==> src/rtl/operand_pair_skid_buffer_pkg.sv <==
// rtl/operand_pair_skid_buffer_pkg.sv - state encodings and helpers for the operand pair skid buffer
package operand_pair_skid_buffer_pkg;

  localparam logic [1:0] ST_EMPTY = 2'd0;
  localparam logic [1:0] ST_BUSY  = 2'd1;
  localparam logic [1:0] ST_FULL  = 2'd2;

  // Encoding 2'd3 is unreachable; it reports zero occupancy while it recovers.
  function automatic logic [1:0] occupancy_of(input logic [1:0] state);
    case (state)
      ST_BUSY: return 2'd1;
      ST_FULL: return 2'd2;
      default: return 2'd0;
    endcase
  endfunction

endpackage

==> src/rtl/operand_pair_skid_buffer_reg.sv <==
// rtl/operand_pair_skid_buffer_reg.sv - generic register with synchronous reset, clear and load enable
module operand_pair_skid_buffer_reg #(
  parameter int WIDTH = 64
) (
  input  logic             clk_i,
  input  logic             rst_i,
  input  logic             clr_i,
  input  logic             en_i,
  input  logic [WIDTH-1:0] d_i,
  output logic [WIDTH-1:0] q_o
);

  logic [WIDTH-1:0] q_q;

  always_ff @(posedge clk_i) begin
    if (rst_i || clr_i) begin
      q_q <= '0;
    end else if (en_i) begin
      q_q <= d_i;
    end
  end

  assign q_o = q_q;

endmodule

==> src/rtl/operand_pair_skid_buffer.sv <==
// rtl/operand_pair_skid_buffer.sv - two-entry elastic stage for an (A, B) operand pair
module operand_pair_skid_buffer
  import operand_pair_skid_buffer_pkg::*;
#(
  parameter int BUS_WIDTH = 32
) (
  input  logic                 clk,
  input  logic                 rst,
  input  logic                 flush,
  input  logic                 in_valid,
  output logic                 in_ready,
  input  logic [BUS_WIDTH-1:0] in_a,
  input  logic [BUS_WIDTH-1:0] in_b,
  output logic                 out_valid,
  input  logic                 out_ready,
  output logic [BUS_WIDTH-1:0] out_a,
  output logic [BUS_WIDTH-1:0] out_b,
  output logic [1:0]           occupancy
);

  localparam int PW = 2 * BUS_WIDTH;

  logic [1:0]    state_q;
  logic [1:0]    state_d;
  logic          in_fire;
  logic          out_fire;
  logic          main_en;
  logic          main_from_skid;
  logic          skid_en;
  logic          clr_data;
  logic [PW-1:0] main_d;
  logic [PW-1:0] main_q;
  logic [PW-1:0] skid_q;

  // Ready depends only on state and reset, so it never combinationally follows out_ready.
  assign in_ready  = !rst && (state_q != ST_FULL);
  assign out_valid = (state_q != ST_EMPTY);
  assign occupancy = occupancy_of(state_q);
  assign in_fire   = in_valid && in_ready;
  assign out_fire  = out_valid && out_ready;

  always_comb begin
    state_d        = state_q;
    main_en        = 1'b0;
    main_from_skid = 1'b0;
    skid_en        = 1'b0;
    clr_data       = flush;
    case (state_q)
      ST_EMPTY: begin
        if (in_fire) begin
          main_en = 1'b1;
          state_d = ST_BUSY;
        end
      end
      ST_BUSY: begin
        if (in_fire && out_fire) begin
          main_en = 1'b1;
        end else if (in_fire) begin
          skid_en = 1'b1;
          state_d = ST_FULL;
        end else if (out_fire) begin
          state_d = ST_EMPTY;
        end
      end
      ST_FULL: begin
        if (out_fire) begin
          main_en        = 1'b1;
          main_from_skid = 1'b1;
          state_d        = ST_BUSY;
        end
      end
      default: begin
        state_d  = ST_EMPTY;
        clr_data = 1'b1;
      end
    endcase
    if (flush) begin
      state_d = ST_EMPTY;
    end
  end

  always_ff @(posedge clk) begin
    if (rst) begin
      state_q <= ST_EMPTY;
    end else begin
      state_q <= state_d;
    end
  end

  assign main_d = main_from_skid ? skid_q : {in_a, in_b};

  operand_pair_skid_buffer_reg #(.WIDTH(PW)) u_main_reg (
    .clk_i (clk),
    .rst_i (rst),
    .clr_i (clr_data),
    .en_i  (main_en),
    .d_i   (main_d),
    .q_o   (main_q)
  );

  operand_pair_skid_buffer_reg #(.WIDTH(PW)) u_skid_reg (
    .clk_i (clk),
    .rst_i (rst),
    .clr_i (clr_data),
    .en_i  (skid_en),
    .d_i   ({in_a, in_b}),
    .q_o   (skid_q)
  );

  assign out_a = main_q[PW-1:BUS_WIDTH];
  assign out_b = main_q[BUS_WIDTH-1:0];

endmodule

==> config.mk <==
export PLATFORM = sky130hd
export DESIGN_NAME = operand_pair_skid_buffer
export DESIGN_NICKNAME = d
export VERILOG_FILES = /design/src/rtl/operand_pair_skid_buffer_pkg.sv /design/src/rtl/operand_pair_skid_buffer_reg.sv /design/src/rtl/operand_pair_skid_buffer.sv
export SDC_FILE = /design/constraint.sdc
export NUM_CORES = 1
export LEC_CHECK = 0
export ABC_CLOCK_PERIOD_IN_PS = 1600
export BUFFER_PORTS_ARGS = -buffer_cell sky130_fd_sc_hd__clkbuf_2
export CAP_MARGIN = 20
export CORE_MARGIN = 1
export CORE_UTILIZATION = 40
export DETAILED_ROUTE_END_ITERATION = 6
export GPL_TIMING_DRIVEN = 0
export PLACE_DENSITY = 0.66
export SYNTH_ARGS = -nofsm -noshare
export SYNTH_HDL_FRONTEND = slang
export SYNTH_SLANG_ARGS = --single-unit
==> constraint.sdc <==
create_clock -name clk -period 1.6 [get_ports clk]
set_input_delay 0.08 -clock clk [delete_from_list [all_inputs] [get_ports clk]]
set_output_delay 0.08 -clock clk [all_outputs]
set_load 0.03 [all_outputs]
# == Word-level counts from Yosys, hierarchy flattened ==
# Cells that the tools add are included.
# Widths: inputs -> output; s select.
# op_classes
eq_ne,7
muxes,16
reduce_logical,11
# op_table
cell,count
$mux 64,1
$mux 2,5
$ne 2x2->1 const B,4
$mux 1,7
$pmux 2 s3,1
$logic_and 1x1->1,4
$pmux 2 s2,1
$reduce_and 4->1,1
$ne 3x3->1 const B,1
$pmux 1 s3,1
$reduce_or 3->1,1
$eq 2x1->1 const B,1
$eq 2x2->1 const B,1
$logic_not 2->1,1
$reduce_bool 2->1,1
$reduce_or 2->1,1
$logic_not 1->1,1
$logic_or 1x1->1,1
# totals
regBits,130
inputBits,69
output_inout_bits,68

# == Logic depth before layout (Yosys ltp) ==
# Gate-level depths: netlist of run 1.
# logic_depth
depth_word,6
depth_mapped,6
depth_no_buf,3

# == Hierarchy ==
# Synthesis of run 1 repeated with hierarchy kept, for this count alone.
# hier_totals
hier_cells,506
area_unflattened_um2,5901.9
# by_module_without_submodules
module,instances,cells_each,area_per_inst_um2
operand_pair_skid_buffer_reg,2,207,2348.5
operand_pair_skid_buffer,1,92,1204.9

# == Worst setup path after synthesis of run 1 ==
# OpenSTA, ideal clock, no wires.
# synth_timing
path_kind,register -> output
start,reg state_q[1]
end,out in_ready
t_arrival_ns,1.308
setup_slack_ns,0.212
stages_incl_launch_ff,4
path_buffers,1
cell_sequence,dfxtp_1 buf_2 nor2b_1 nor2_1
# synth_via
elab_chain_len,2
# synth_rtl
item,line_no,rtl
start: declaration,operand_pair_skid_buffer.sv:23,logic [1:0] state_q;
start signal: assignment,operand_pair_skid_buffer.sv:86,state_q <= state_d;
$ne 2x2->1,operand_pair_skid_buffer.sv:36,assign in_ready = !rst && (state_q != ST_FULL);
$logic_and 1x1->1,operand_pair_skid_buffer.sv:36,
end: declaration,operand_pair_skid_buffer.sv:11,"output logic in_ready,"
# No other way between the ends.

# == Worst setup path after layout of run 1 ==
# layout_timing
start,reg state_q[0]
end,"reg u_skid_reg.q_q[57], in the netlist u_skid_reg.q_o[57]"
# layout_via
elab_chain_len,6
# layout_rtl
item,line_no,rtl
$ne 2x2->1,operand_pair_skid_buffer.sv:36,
$logic_and 1x1->1,operand_pair_skid_buffer.sv:36,
$logic_and 1x1->1,operand_pair_skid_buffer.sv:39,assign in_fire = in_valid && in_ready;
$mux 1 / $logic_and 1x1->1 (equally long branches),"operand_pair_skid_buffer.sv:58, operand_pair_skid_buffer.sv:56",
$mux 1,operand_pair_skid_buffer.sv:56,if (in_fire && out_fire) begin
$mux 1,operand_pair_skid_buffer.sv:48,case (state_q)
end signal: assignment,operand_pair_skid_buffer_reg.sv:19,q_q <= d_i;
end: declaration,operand_pair_skid_buffer_reg.sv:13,logic [WIDTH-1:0] q_q;
# Parallel ways exist; a longest one is shown, timed or not.
# A chain may end at the register's enable or synchronous reset.

==> qor.json, run 1 <==
{
  "logic_synthesis": {
    "edff_count_synth": 0,
    "netlist_top_cells_area": "sky130_fd_sc_hd__dfxtp_1, sky130_fd_sc_hd__mux2i_1, sky130_fd_sc_hd__a311oi_1",
    "synthesis.nets": 693,
    "synth_top_area_share_pct": 44.4,
    "synth-warning-count": 0,
    "mappedNetlistArea_um2": 5860,
    "synth_cells": 624,
    "avgSynthCellArea_um2": 9.39,
    "synthFlopType": "sky130_fd_sc_hd__dfxtp_1",
    "ys_ff_latch": 130,
    "netlist-cell-type-count": 27,
    "synth_sequential_area_ratio_pct": 44.4,
    "yosysMostFrequentCell": "sky130_fd_sc_hd__dfxtp_1",
    "synth_top_cell_by_area": "sky130_fd_sc_hd__dfxtp_1",
    "ys_async_sr_fraction_pct": 0,
    "netlist_top_cells_count": "sky130_fd_sc_hd__dfxtp_1, sky130_fd_sc_hd__a21oi_1, sky130_fd_sc_hd__mux2i_1"
  },
  "drt": {
    "postRouteWirelength_um": 19300,
    "post_drt_wl_per_cell_um": 18.6,
    "dr_total_vias": 6108,
    "route.detailed.vias_per_inst": 5.89,
    "drcViolationCount": 0,
    "route.antenna.remaining_nets": 0,
    "dr.first_iter.drc_count": 368,
    "firstDrtPassIters": 5
  },
  "power": {
    "leak_uw": 0.00357,
    "totalPowerFinal_uw": 8200,
    "p_per_area_nw_per_um2": 952,
    "vdd.ir_drop.worst_mv": 0.695
  },
  "clock_network": {
    "cts_setup_buffers": 0,
    "clk-insertion-delay-late_ns": 0.42,
    "h-tree-depth": 4,
    "cts.sinks": 130,
    "cts.reportedPaths.clkPinSlew_ns": 0.05,
    "cts_root_buffer": "sky130_fd_sc_hd__clkbuf_16",
    "tritoncts": "built",
    "cts-root-to-sink-buffers": 2,
    "cts-buffers-inserted": 17
  },
  "timing": {
    "rsz_0062_raised_after_global_routing": "true",
    "worst-slew-pin-transition_ns": 0.502,
    "relSlewSlack_pct": 66.5,
    "finalCriticalPeriod_ns": 1.60,
    "final-hold-violation-count": 0,
    "setup_total_negative_slack_ns": 0,
    "finClkSkew_ns": 0.0102,
    "setup_violations": 0,
    "period_share_pct": 99.7,
    "fmax_ghz": 0.627,
    "final_max_slew_viol_count": 0,
    "setup_slack_ns": 0.00407
  },
  "setup_path": {
    "critPathMaxStageDelay_ns": 0.37,
    "critPathArrivalTime_ns": 1.95,
    "cp_buf_inv_count": 3,
    "startpoint_type": "register",
    "worst-setup-path-type": "register to register",
    "worst_ep_required_time_ns": 1.95,
    "cell_breakdown_of_the_critical_path": "buf_4, nand4bb_1, buf_2, clkbuf_1, o21ai_0, a21oi_1",
    "gate_family_responsible_for_the_most_delay_along_the_worst_path": "buffers and inverters",
    "endpoint_kind": "register",
    "crit_path_max_fanout": 10,
    "critPathSlowestCell": "sky130_fd_sc_hd__clkbuf_1"
  },
  "global_routing": {
    "grt_use_total_pct": 24.4,
    "globalRouteOverflowTotal": 0,
    "first_global_vias": 5842,
    "maximum_number_of_pins_on_one_net_before_global_route_repair": 17,
    "grt_pass1_wl_um": 28600,
    "number_of_antenna_violations_at_the_first_check_in_global_routing": 0
  },
  "flow_run": {
    "drv_cap": 0
  },
  "floorplanning": {
    "design.die.area_um2": 15100,
    "core_area_um2": 14100,
    "ioPinCount": 137,
    "initial_utilization_pct": 41.6,
    "dieWidth_um": 123,
    "rows": 43,
    "dieHeight_um": 123
  },
  "layout": {
    "multi_input_comb_area_um2": 3340,
    "fillers": 1174,
    "areaGrowthSynthToFinish_pct": 47.0,
    "register_area_um2": 2600,
    "final_net_count": 914,
    "n_antenna_cell": 0,
    "layout-drive-gt1-share_pct": 37.9
  },
  "place": {
    "port-buffer-count": 135,
    "dpl_worst_slack_ns": -0.250,
    "half_perimeter_wire_length_after_placement_um": 12100,
    "gpl.final_weighted_congestion": 0.815
  },
  "worst_hold_path": {
    "hold_path.class": "primary input to register"
  },
  "run_status": {
    "outcome": "finished, final reports clean"
  }
}
final timing paths:
path,start,end,cells after the start,slack (ns)
worst max-delay path,state_q[0]$_SDFFE_PP0P_,u_skid_reg.q_o[57]$_SDFFE_PP0P_,6,0.004
worst min-delay path,rst,state_q[0]$_SDFFE_PP0P_,3,0.02
worst max register to register,state_q[0]$_SDFFE_PP0P_,u_skid_reg.q_o[57]$_SDFFE_PP0P_,6,0.004
worst min register to register,u_skid_reg.q_o[48]$_SDFFE_PP0P_,u_skid_reg.q_o[48]$_SDFFE_PP0P_,2,0.47
cell type report:
| type | instances | share of cell area, % |
|---|---|---|
| Sequential cell | 130 | 30.2 |
| Multi-Input combinational cell | 406 | 38.8 |
| Tap cell | 180 | 2.61 |
| Timing Repair Buffer | 202 | 15.6 |
| Inverter | 2 | 0.0871 |
| Clock inverter | 6 | 0.930 |
| Clock buffer | 25 | 5.52 |
| Buffer | 86 | 6.29 |
cell usage in the layout (no fill, tap or decap), types with 2 or more instances in the layout:
master,n
sky130_fd_sc_hd__buf_1,5
sky130_fd_sc_hd__a211oi_1,26
sky130_fd_sc_hd__bufinv_16,2
sky130_fd_sc_hd__buf_4,15
sky130_fd_sc_hd__a311oi_2,51
sky130_fd_sc_hd__a21oi_1,66
sky130_fd_sc_hd__a311oi_1,11
sky130_fd_sc_hd__nand2_1,3
sky130_fd_sc_hd__buf_2,21
sky130_fd_sc_hd__clkbuf_1,19
sky130_fd_sc_hd__clkinv_2,4
sky130_fd_sc_hd__a311oi_4,2
sky130_fd_sc_hd__buf_6,11
sky130_fd_sc_hd__clkbuf_4,11
sky130_fd_sc_hd__dfxtp_1,130
sky130_fd_sc_hd__nand3_1,64
sky130_fd_sc_hd__nor2b_1,3
sky130_fd_sc_hd__clkbuf_2,146
sky130_fd_sc_hd__clkbuf_16,17
sky130_fd_sc_hd__clkbuf_8,2
sky130_fd_sc_hd__dlygate4sd3_1,66
sky130_fd_sc_hd__a211oi_2,38
sky130_fd_sc_hd__nor2_1,3
sky130_fd_sc_hd__o21ai_0,64
sky130_fd_sc_hd__mux2i_1,63
sky130_fd_sc_hd__mux2i_2,2
cell families after synthesis:
| family | count (synthesis) | share of synthesized area [%] |
|---|---|---|
| AO/OA/AOI/OAI | 260 | 29.1 |
| flip-flops | 130 | 44.4 |
| buffers and inverters | 88 | 8.03 |
| AND/OR/NAND/NOR | 81 | 7.32 |
| multiplexers | 65 | 11.1 |
worst reg2reg max path: stages, from the launching register on:
cell                        delay (ns)
sky130_fd_sc_hd__dfxtp_1          0.31
sky130_fd_sc_hd__buf_4            0.16
sky130_fd_sc_hd__nand4bb_1        0.09
sky130_fd_sc_hd__buf_2            0.26
sky130_fd_sc_hd__clkbuf_1         0.37
sky130_fd_sc_hd__o21ai_0          0.16
sky130_fd_sc_hd__a21oi_1          0.18
power breakdown:
part / total [µW] / internal [µW] / switching [µW]
Combinational: 1100 / 467 / 634
Clock: 3750 / 2360 / 1390
Sequential: 3350 / 3300 / 48.8
Total: 8200 / 6130 / 2080
flip-flops by register name, summed over array words and instances, names as in the netlist:
register	count
state_q	2
u_main_reg.q_o	64
u_skid_reg.q_o	64
metal layers:
layer	vias to the layer above	part of all wire, %	track usage [%]
li1	2865	-	-
met1	3007	44	30.5
met2	198	49	40.3
met3	38	5.0	5.63
met4	0	2.1	10.5
met5	-	0	0
per-stage QoR:
| step | utilization, % | instance area, µm² | hold WS [ns] | cells |
|---|---|---|---|---|
| floorplan | - | 5860 | 0.158 | 624 |
| CTS | 56.7 | 8000 | 0.00695 | 1036 |
| global route | 61.1 | 8610 | 0.0175 | 1037 |
| detailed placement | 48.0 | 6760 | 0.312 | 939 |
| finish | 61.1 | 8610 | 0.0218 | 1037 |
| global placement | 48.0 | 6760 | 0.294 | 939 |
what timing repair did:
action                                  in CTS  in global routing
hold buffers                                66                  0
cloned                                       0                  1
gates resized for setup                     10                137
pin swaps                                    0                 19
endpoints found under the setup margin     102                122
hold endpoints to repair                    67                  0
No activity file was read; power rests on OpenSTA's default activity.
==> run 2, diff against run 1 <==
Settings changed: BUFFER_PORTS_ARGS -buffer_cell sky130_fd_sc_hd__clkbuf_2 to default, CORE_MARGIN 1 to 2, DONT_BUFFER_PORTS from default to 1, PLACE_DENSITY 0.66 to 0.58.
==> qor.json, run 2 (synthesis gave the netlist of run 1 again) <==
{
  "global_routing": {
    "globalRouteOverflowTotal": {"value": 0, "change": "unchanged"},
    "grt_use_total": {"value": 22.9, "unit": "%", "change": "was 24.4%"},
    "grt_pass1_wl": {"value": 29000, "unit": "µm", "change": "was 28600 µm"},
    "first_global_vias": {"value": 5545, "change": "was 5842"},
    "number_of_antenna_violations_at_the_first_check_in_global_routing": {"value": 0, "change": "unchanged"},
    "maximum_number_of_pins_on_one_net_before_global_route_repair": {"value": 17, "change": "unchanged"}
  },
  "layout": {
    "areaGrowthSynthToFinish": {"value": 29.7, "unit": "%", "change": "was 47.0%"},
    "layout_common_cells": {"value": "sky130_fd_sc_hd__dfxtp_1, sky130_fd_sc_hd__dlygate4sd3_1, sky130_fd_sc_hd__a21oi_1", "change": "was sky130_fd_sc_hd__clkbuf_2, sky130_fd_sc_hd__dfxtp_1, sky130_fd_sc_hd__a21oi_1, sky130_fd_sc_hd__dlygate4sd3_1"},
    "final_common_cell": {"value": "sky130_fd_sc_hd__dfxtp_1", "change": "was sky130_fd_sc_hd__clkbuf_2"},
    "final_net_count": {"value": 779, "change": "was 914"},
    "layout-drive-gt1-share": {"value": 18.1, "unit": "%", "change": "was 37.9%"},
    "fin_cells": {"value": 907, "change": "was 1037"},
    "n_antenna_cell": {"value": 0, "change": "unchanged"},
    "final_core_util": {"value": 52.7, "unit": "%", "change": "was 61.1%"}
  },
  "floorplanning": {
    "initial_utilization": {"value": 40.6, "unit": "%", "change": "was 41.6%"},
    "ioPinCount": {"value": 137, "change": "unchanged"},
    "dieWidth": {"value": 125, "unit": "µm", "change": "was 123 µm"},
    "rows": {"value": 44, "change": "was 43"},
    "core_area": {"value": 14400, "unit": "µm²", "change": "was 14100 µm²"},
    "dieHeight": {"value": 125, "unit": "µm", "change": "was 123 µm"},
    "design.die.area": {"value": 15600, "unit": "µm²", "change": "was 15100 µm²"}
  },
  "clock_network": {
    "cts.reportedPaths.clkPinSlew": {"value": 0.06, "unit": "ns", "change": "was 0.05 ns"},
    "clk-insertion-delay-late": {"value": 0.42, "unit": "ns", "change": "about the same"},
    "cts_root_buffer": {"value": "sky130_fd_sc_hd__clkbuf_16", "change": "unchanged"},
    "cts.sinks": {"value": 130, "change": "unchanged"},
    "tritoncts": {"value": "built", "change": "unchanged"},
    "cts-buffers-inserted": {"value": 17, "change": "unchanged"},
    "cts-root-to-sink-buffers": {"value": 2, "change": "unchanged"},
    "cts_setup_buffers": {"value": 0, "change": "unchanged"},
    "h-tree-depth": {"value": 4, "change": "unchanged"}
  },
  "timing": {
    "finClkSkew": {"value": 0.00978, "unit": "ns", "change": "was 0.0102 ns"},
    "relSlewSlack": {"value": 57.8, "unit": "%", "change": "was 66.5%"},
    "final_max_slew_viol_count": {"value": 0, "change": "unchanged"},
    "setup_violations": {"value": 0, "change": "unchanged"},
    "worst-slew-pin-transition": {"value": 0.631, "unit": "ns", "change": "was 0.502 ns"},
    "period_share": {"value": 97.0, "unit": "%", "change": "was 99.7%"},
    "rsz_0062_raised_after_global_routing": {"value": "true", "change": "unchanged"},
    "finalCriticalPeriod": {"value": 1.55, "unit": "ns", "change": "was 1.60 ns"},
    "fmax": {"value": 0.644, "unit": "GHz", "change": "was 0.627 GHz"},
    "final-hold-violation-count": {"value": 0, "change": "unchanged"}
  },
  "setup_path": {
    "critical_path.startpoint": {"value": "state_q[1]$_SDFFE_PP0P_", "change": "was state_q[0]$_SDFFE_PP0P_"},
    "crit_path_max_fanout": {"value": 10, "change": "unchanged"},
    "cp_buf_inv_count": {"value": 3, "change": "unchanged"},
    "startpoint_type": {"value": "register", "change": "unchanged"},
    "gate_family_responsible_for_the_most_delay_along_the_worst_path": {"value": "buffers and inverters", "change": "unchanged"},
    "worst_ep_required_time": {"value": 1.93, "unit": "ns", "change": "was 1.95 ns"},
    "critPathArrivalTime": {"value": 1.88, "unit": "ns", "change": "was 1.95 ns"},
    "cell_breakdown_of_the_critical_path": {"value": "clkbuf_4, and3b_1, buf_6, buf_4, a311oi_2, a211oi_1", "change": "was buf_4, nand4bb_1, buf_2, clkbuf_1, o21ai_0, a21oi_1"},
    "endpoint_kind": {"value": "register", "change": "unchanged"},
    "critPathSlowestCell": {"value": "sky130_fd_sc_hd__dfxtp_1", "change": "was sky130_fd_sc_hd__clkbuf_1"},
    "worst-setup-path-type": {"value": "register to register", "change": "unchanged"},
    "launch_point_of_the_worst_reg_to_reg_path": {"value": "state_q[1]$_SDFFE_PP0P_", "change": "was state_q[0]$_SDFFE_PP0P_"},
    "critPathMaxStageDelay": {"value": 0.32, "unit": "ns", "change": "was 0.37 ns"}
  },
  "power": {
    "power_frac_clock": {"value": 48.2, "unit": "%", "change": "was 45.7%"},
    "switching_share": {"value": 25.4, "unit": "%", "change": "was 25.3%"},
    "p_per_area": {"value": 1070, "unit": "nW/µm²", "change": "was 952 nW/µm²"},
    "seq_power_share": {"value": 42.6, "unit": "%", "change": "was 40.9%"},
    "net-switching-power": {"value": 2060, "unit": "µW", "change": "was 2080 µW"},
    "leak": {"value": 0.00293, "unit": "µW", "change": "was 0.00357 µW"},
    "totalPowerFinal": {"value": 8120, "unit": "µW", "change": "was 8200 µW"},
    "combinationalPowerShare": {"value": 9.1, "unit": "%", "change": "was 13.4%"},
    "power.internal": {"value": 6060, "unit": "µW", "change": "was 6130 µW"},
    "vdd.ir_drop.worst": {"value": 1.04, "unit": "mV", "change": "was 0.695 mV"}
  },
  "place": {
    "port-buffer-count": {"value": 0, "change": "was 135"},
    "gpl.final_weighted_congestion": {"value": 0.762, "change": "was 0.815"},
    "instance_count_after_placement_with_tap_cells_included": {"value": 808, "change": "was 939"},
    "half_perimeter_wire_length_after_placement": {"value": 11900, "unit": "µm", "change": "was 12100 µm"}
  },
  "worst_hold_path": {
    "hold_start": {"value": "in_b[12]", "change": "was rst"},
    "hold_path.class": {"value": "primary input to register", "change": "unchanged"}
  },
  "drt": {
    "firstDrtPassIters": {"value": 4, "change": "was 5"},
    "post_drt_wl_per_cell": {"value": 20.1, "unit": "µm", "change": "was 18.6 µm"},
    "postRouteWirelength": {"value": 18300, "unit": "µm", "change": "was 19300 µm"},
    "route.detailed.vias_per_inst": {"value": 6.12, "change": "was 5.89"},
    "dr.first_iter.drc_count": {"value": 358, "change": "was 368"},
    "route.antenna.remaining_nets": {"value": 0, "change": "unchanged"},
    "dr_total_vias": {"value": 5551, "change": "was 6108"},
    "drcViolationCount": {"value": 0, "change": "unchanged"}
  },
  "flow_run": {
    "drv_cap": {"value": 0, "change": "unchanged"}
  },
  "run_status": {
    "outcome": {"value": "finished, final reports clean", "change": "unchanged"}
  }
}
run 2: worst paths after layout:
path / end / slack (ns) / depth (start not counted)
setup / recovery: u_main_reg.q_o[55]$_SDFFE_PP0P_ / 0.05 / 6
hold reg to reg: u_skid_reg.q_o[37]$_SDFFE_PP0P_ / 0.47 / 2
hold / removal: u_main_reg.q_o[12]$_SDFFE_PP0P_ / 0.01 / 2
setup reg to reg: u_main_reg.q_o[55]$_SDFFE_PP0P_ / 0.05 / 6
run 2: what timing repair did:
action,4_1_cts,5_1_grt
resized for setup,26,59
hold buffers,67,0
pin swaps,0,2
endpoints found under the hold margin,129,0
endpoints found under the setup margin,103,126
run 2: final cells by class:
type                            count  area (µm²)
Fill cell                        1332        6820
Sequential cell                   130        2600
Clock inverter                     15         168
Clock buffer                       17         425
Tap cell                          184         230
Multi-Input combinational cell    406        2930
Inverter                            2        7.51
Timing Repair Buffer               67         671
Buffer                             86         569
run 2: metrics by stage:
stage | setup TNS (ns) | hold WS [ns] | setup WS (ns) | area, µm²
after floorplan | 0 | 0.158 | 0.212 | 5860
after CTS | 0 | 0.00156 | 0.00150 | 7420
final | 0 | 0.0131 | 0.0478 | 7600
after detailed placement | -24.39 | 0.165 | -0.295 | 6090
after global routing | -0.0582 | 0.0219 | -0.0182 | 7600
after global placement | -22.15 | 0.160 | -0.256 | 6090
run 2: routing by layer:
| metal | wire, µm | track usage, % | up-vias |
|---|---|---|---|
| met2 | 9050 | 38.5 | 164 |
| met1 | 7790 | 28.3 | 2767 |
| met5 | 0 | 0 | - |
| met3 | 1080 | 6.80 | 25 |
| met4 | 358 | 7.58 | 0 |
| li1 | - | - | 2595 |
run 2: worst reg2reg max path, cell delays in order (launching register included):
cell	delay (ns)
sky130_fd_sc_hd__dfxtp_1	0.32
sky130_fd_sc_hd__clkbuf_4	0.19
sky130_fd_sc_hd__and3b_1	0.21
sky130_fd_sc_hd__buf_6	0.18
sky130_fd_sc_hd__buf_4	0.22
sky130_fd_sc_hd__a311oi_2	0.07
sky130_fd_sc_hd__a211oi_1	0.26
run 2: power groups by stage:
stage / Sequential, µW / Clock [µW] / Combinational [µW]
final: 3460 / 3920 / 742
after global routing: 3470 / 4090 / 804
after CTS: 3460 / 3960 / 700
after detailed placement: 3530 / 0 / 526
after global placement: 3530 / 0 / 513
after floorplan: 3510 / 0 / 399
==> run 3, diff against run 2 <==
Settings changed: ABC_CLOCK_PERIOD_IN_PS 1600 to 1900, GPL_TIMING_DRIVEN 0 to 1, SETUP_SLACK_MARGIN from default to 0.5.
Clock period 1.6 ns to 1.9 ns, I/O delays scaled along.
==> qor.json, run 3 (synthesis gave the netlist of run 1 again) <==
{
  "run_status": {
    "outcome": {"value": "finished, final reports clean", "change": "unchanged"}
  },
  "place": {
    "half_perimeter_wire_length_after_placement": {"value": 10100, "unit": "µm", "change": "was 11900 µm"},
    "port-buffer-count": {"value": 0, "change": "unchanged"},
    "instance_count_after_placement_with_tap_cells_included": {"value": 747, "change": "was 808"},
    "gpl.final_weighted_congestion": {"value": 0.737, "change": "was 0.762"}
  },
  "worst_hold_path": {
    "hold_path.class": {"value": "primary input to register", "change": "unchanged"}
  },
  "timing": {
    "period_share": {"value": 74.5, "unit": "%", "change": "was 97.0%"},
    "fmax": {"value": 0.706, "unit": "GHz", "change": "was 0.644 GHz"},
    "setup_total_negative_slack": {"value": 0, "unit": "ns", "change": "unchanged"},
    "rsz_0062_raised_after_global_routing": {"value": "true", "change": "unchanged"},
    "finalCriticalPeriod": {"value": 1.42, "unit": "ns", "change": "was 1.55 ns"},
    "finClkSkew": {"value": 0.00500, "unit": "ns", "change": "was 0.00978 ns"},
    "worst-slew-pin-transition": {"value": 0.462, "unit": "ns", "change": "was 0.631 ns"},
    "final-hold-violation-count": {"value": 0, "change": "unchanged"},
    "relSlewSlack": {"value": 69.2, "unit": "%", "change": "was 57.8%"},
    "final_max_slew_viol_count": {"value": 0, "change": "unchanged"},
    "setup_violations": {"value": 0, "change": "unchanged"}
  },
  "power": {
    "p_per_area": {"value": 870, "unit": "nW/µm²", "change": "was 1070 nW/µm²"},
    "totalPowerFinal": {"value": 6880, "unit": "µW", "change": "was 8120 µW"},
    "leak": {"value": 0.00290, "unit": "µW", "change": "was 0.00293 µW"},
    "vdd.ir_drop.worst": {"value": 0.575, "unit": "mV", "change": "was 1.04 mV"}
  },
  "setup_path": {
    "critPathArrivalTime": {"value": 1.70, "unit": "ns", "change": "was 1.88 ns"},
    "worst_ep_required_time": {"value": 2.19, "unit": "ns", "change": "was 1.93 ns"},
    "crit_path_max_fanout": {"value": 35, "change": "was 10"},
    "worst-setup-path-type": {"value": "register to register", "change": "unchanged"},
    "endpoint_kind": {"value": "register", "change": "unchanged"},
    "startpoint_type": {"value": "register", "change": "unchanged"}
  },
  "drt": {
    "route.detailed.vias_per_inst": {"value": 6.47, "change": "was 6.12"},
    "dr_total_vias": {"value": 5547, "change": "was 5551"},
    "dr.first_iter.drc_count": {"value": 353, "change": "was 358"},
    "route.antenna.remaining_nets": {"value": 0, "change": "unchanged"},
    "drcViolationCount": {"value": 0, "change": "unchanged"},
    "firstDrtPassIters": {"value": 5, "change": "was 4"},
    "post_drt_wl_per_cell": {"value": 23.5, "unit": "µm", "change": "was 20.1 µm"},
    "postRouteWirelength": {"value": 20100, "unit": "µm", "change": "was 18300 µm"}
  },
  "clock_network": {
    "h-tree-depth": {"value": 4, "change": "unchanged"},
    "cts.sinks": {"value": 130, "change": "unchanged"},
    "cts.reportedPaths.clkPinSlew": {"value": 0.06, "unit": "ns", "change": "about the same"},
    "clk-insertion-delay-late": {"value": 0.41, "unit": "ns", "change": "was 0.42 ns"},
    "tritoncts": {"value": "built", "change": "unchanged"},
    "cts-root-to-sink-buffers": {"value": 2, "change": "unchanged"},
    "cts_root_buffer": {"value": "sky130_fd_sc_hd__clkbuf_16", "change": "unchanged"},
    "cts-buffers-inserted": {"value": 17, "change": "unchanged"}
  },
  "global_routing": {
    "met3_layer_usage_reported_by_global_route": {"value": 6.59, "unit": "%", "change": "was 6.80%"},
    "first_global_vias": {"value": 5450, "change": "was 5545"},
    "globalRouteOverflowTotal": {"value": 0, "change": "unchanged"},
    "grt_pass1_wl": {"value": 29200, "unit": "µm", "change": "was 29000 µm"},
    "grt_most_used_layer": {"value": "met2", "change": "unchanged"},
    "number_of_antenna_violations_at_the_first_check_in_global_routing": {"value": 0, "change": "unchanged"},
    "maximum_number_of_pins_on_one_net_before_global_route_repair": {"value": 68, "change": "was 17"},
    "groute.layer.met2.usage": {"value": 39.7, "unit": "%", "change": "was 38.5%"},
    "gr-usage-met1": {"value": 27.4, "unit": "%", "change": "was 28.3%"},
    "grt_use_total": {"value": 23.2, "unit": "%", "change": "was 22.9%"}
  },
  "layout": {
    "layout_common_cells": {"value": "sky130_fd_sc_hd__dfxtp_1, sky130_fd_sc_hd__dlygate4sd3_1, sky130_fd_sc_hd__o21ai_0", "change": "was sky130_fd_sc_hd__dfxtp_1, sky130_fd_sc_hd__dlygate4sd3_1, sky130_fd_sc_hd__a21oi_1"},
    "areaGrowthSynthToFinish": {"value": 34.8, "unit": "%", "change": "was 29.7%"},
    "layout-drive-gt1-share": {"value": 21.7, "unit": "%", "change": "was 18.1%"},
    "final_common_cell": {"value": "sky130_fd_sc_hd__dfxtp_1", "change": "unchanged"},
    "fin_cells": {"value": 858, "change": "was 907"},
    "n_antenna_cell": {"value": 0, "change": "unchanged"},
    "final_net_count": {"value": 732, "change": "was 779"}
  },
  "flow_run": {
    "drv_cap": {"value": 0, "change": "unchanged"}
  },
  "floorplanning": {
    "ioPinCount": {"value": 137, "change": "unchanged"},
    "initial_utilization": {"value": 40.6, "unit": "%", "change": "unchanged"},
    "design.die.area": {"value": 15600, "unit": "µm²", "change": "unchanged"},
    "dieHeight": {"value": 125, "unit": "µm", "change": "unchanged"},
    "core_area": {"value": 14400, "unit": "µm²", "change": "unchanged"},
    "dieWidth": {"value": 125, "unit": "µm", "change": "unchanged"},
    "rows": {"value": 44, "change": "unchanged"}
  }
}
run 3: repair_timing:
| item | in CTS | in global routing |
|---|---|---|
| endpoints found under the setup margin | 130 | 129 |
| hold endpoints to repair | 130 | 0 |
| hold buffers | 69 | 0 |
| gates cloned | 1 | 8 |
| pin swaps | 1 | 7 |
| gates resized for setup | 22 | 84 |
| buffers inserted | 2 | 1 |
run 3: final timing paths:
kind	start	end	slack (ns)	cells past startpoint
max	state_q[1]$_SDFFE_PP0P_	u_main_reg.q_o[54]$_SDFFE_PP0P_	0.48	4
min reg2reg	u_skid_reg.q_o[5]$_SDFFE_PP0P_	u_skid_reg.q_o[5]$_SDFFE_PP0P_	0.47	2
min	in_valid	state_q[0]$_SDFFE_PP0P_	0.01	3
max reg2reg	state_q[1]$_SDFFE_PP0P_	u_main_reg.q_o[54]$_SDFFE_PP0P_	0.48	4
run 3: final cells by class:
cell class | instances | area [µm²]
fillers | 1245 | 6520
multi-input cells | 406 | 3190
flip-flops and latches | 130 | 2610
repair buffers | 106 | 1280
clock buffers | 25 | 505
well taps | 184 | 230
clock inverters | 5 | 75.1
inverters | 2 | 7.51
run 3: per-layer routing:
metal  wire (µm)  vias up
met4         505        0
li1            -     2496
met2        9960      228
met1        8250     2782
met3        1410       41
met5           0        -
run 3: where the power goes:
group          total, µW  switching [µW]  internal, µW
Combinational        702             392           310
Clock               3260            1170          2090
Sequential          2920             138          2780
Total               6880            1700          5180
run 3: worst max-delay path, stage by stage (launching register included):
cell	delay [ns]
sky130_fd_sc_hd__dfxtp_4	0.37
sky130_fd_sc_hd__and3b_2	0.25
sky130_fd_sc_hd__buf_12	0.18
sky130_fd_sc_hd__a311oi_1	0.36
sky130_fd_sc_hd__a211oi_2	0.10
run 3: through the flow:
stage                     cell area, µm²  worst slack, ns  utilization [%]  hold slack [ns]
final                               7900            0.484             54.8           0.0122
after global routing                7900            0.430             54.8           0.0329
after CTS                           7330            0.478             50.9        0.0000258
after detailed placement            5900            0.207             40.9            0.181
after global placement              5900            0.272             40.9            0.184
after floorplan                     5860            0.536                -            0.173
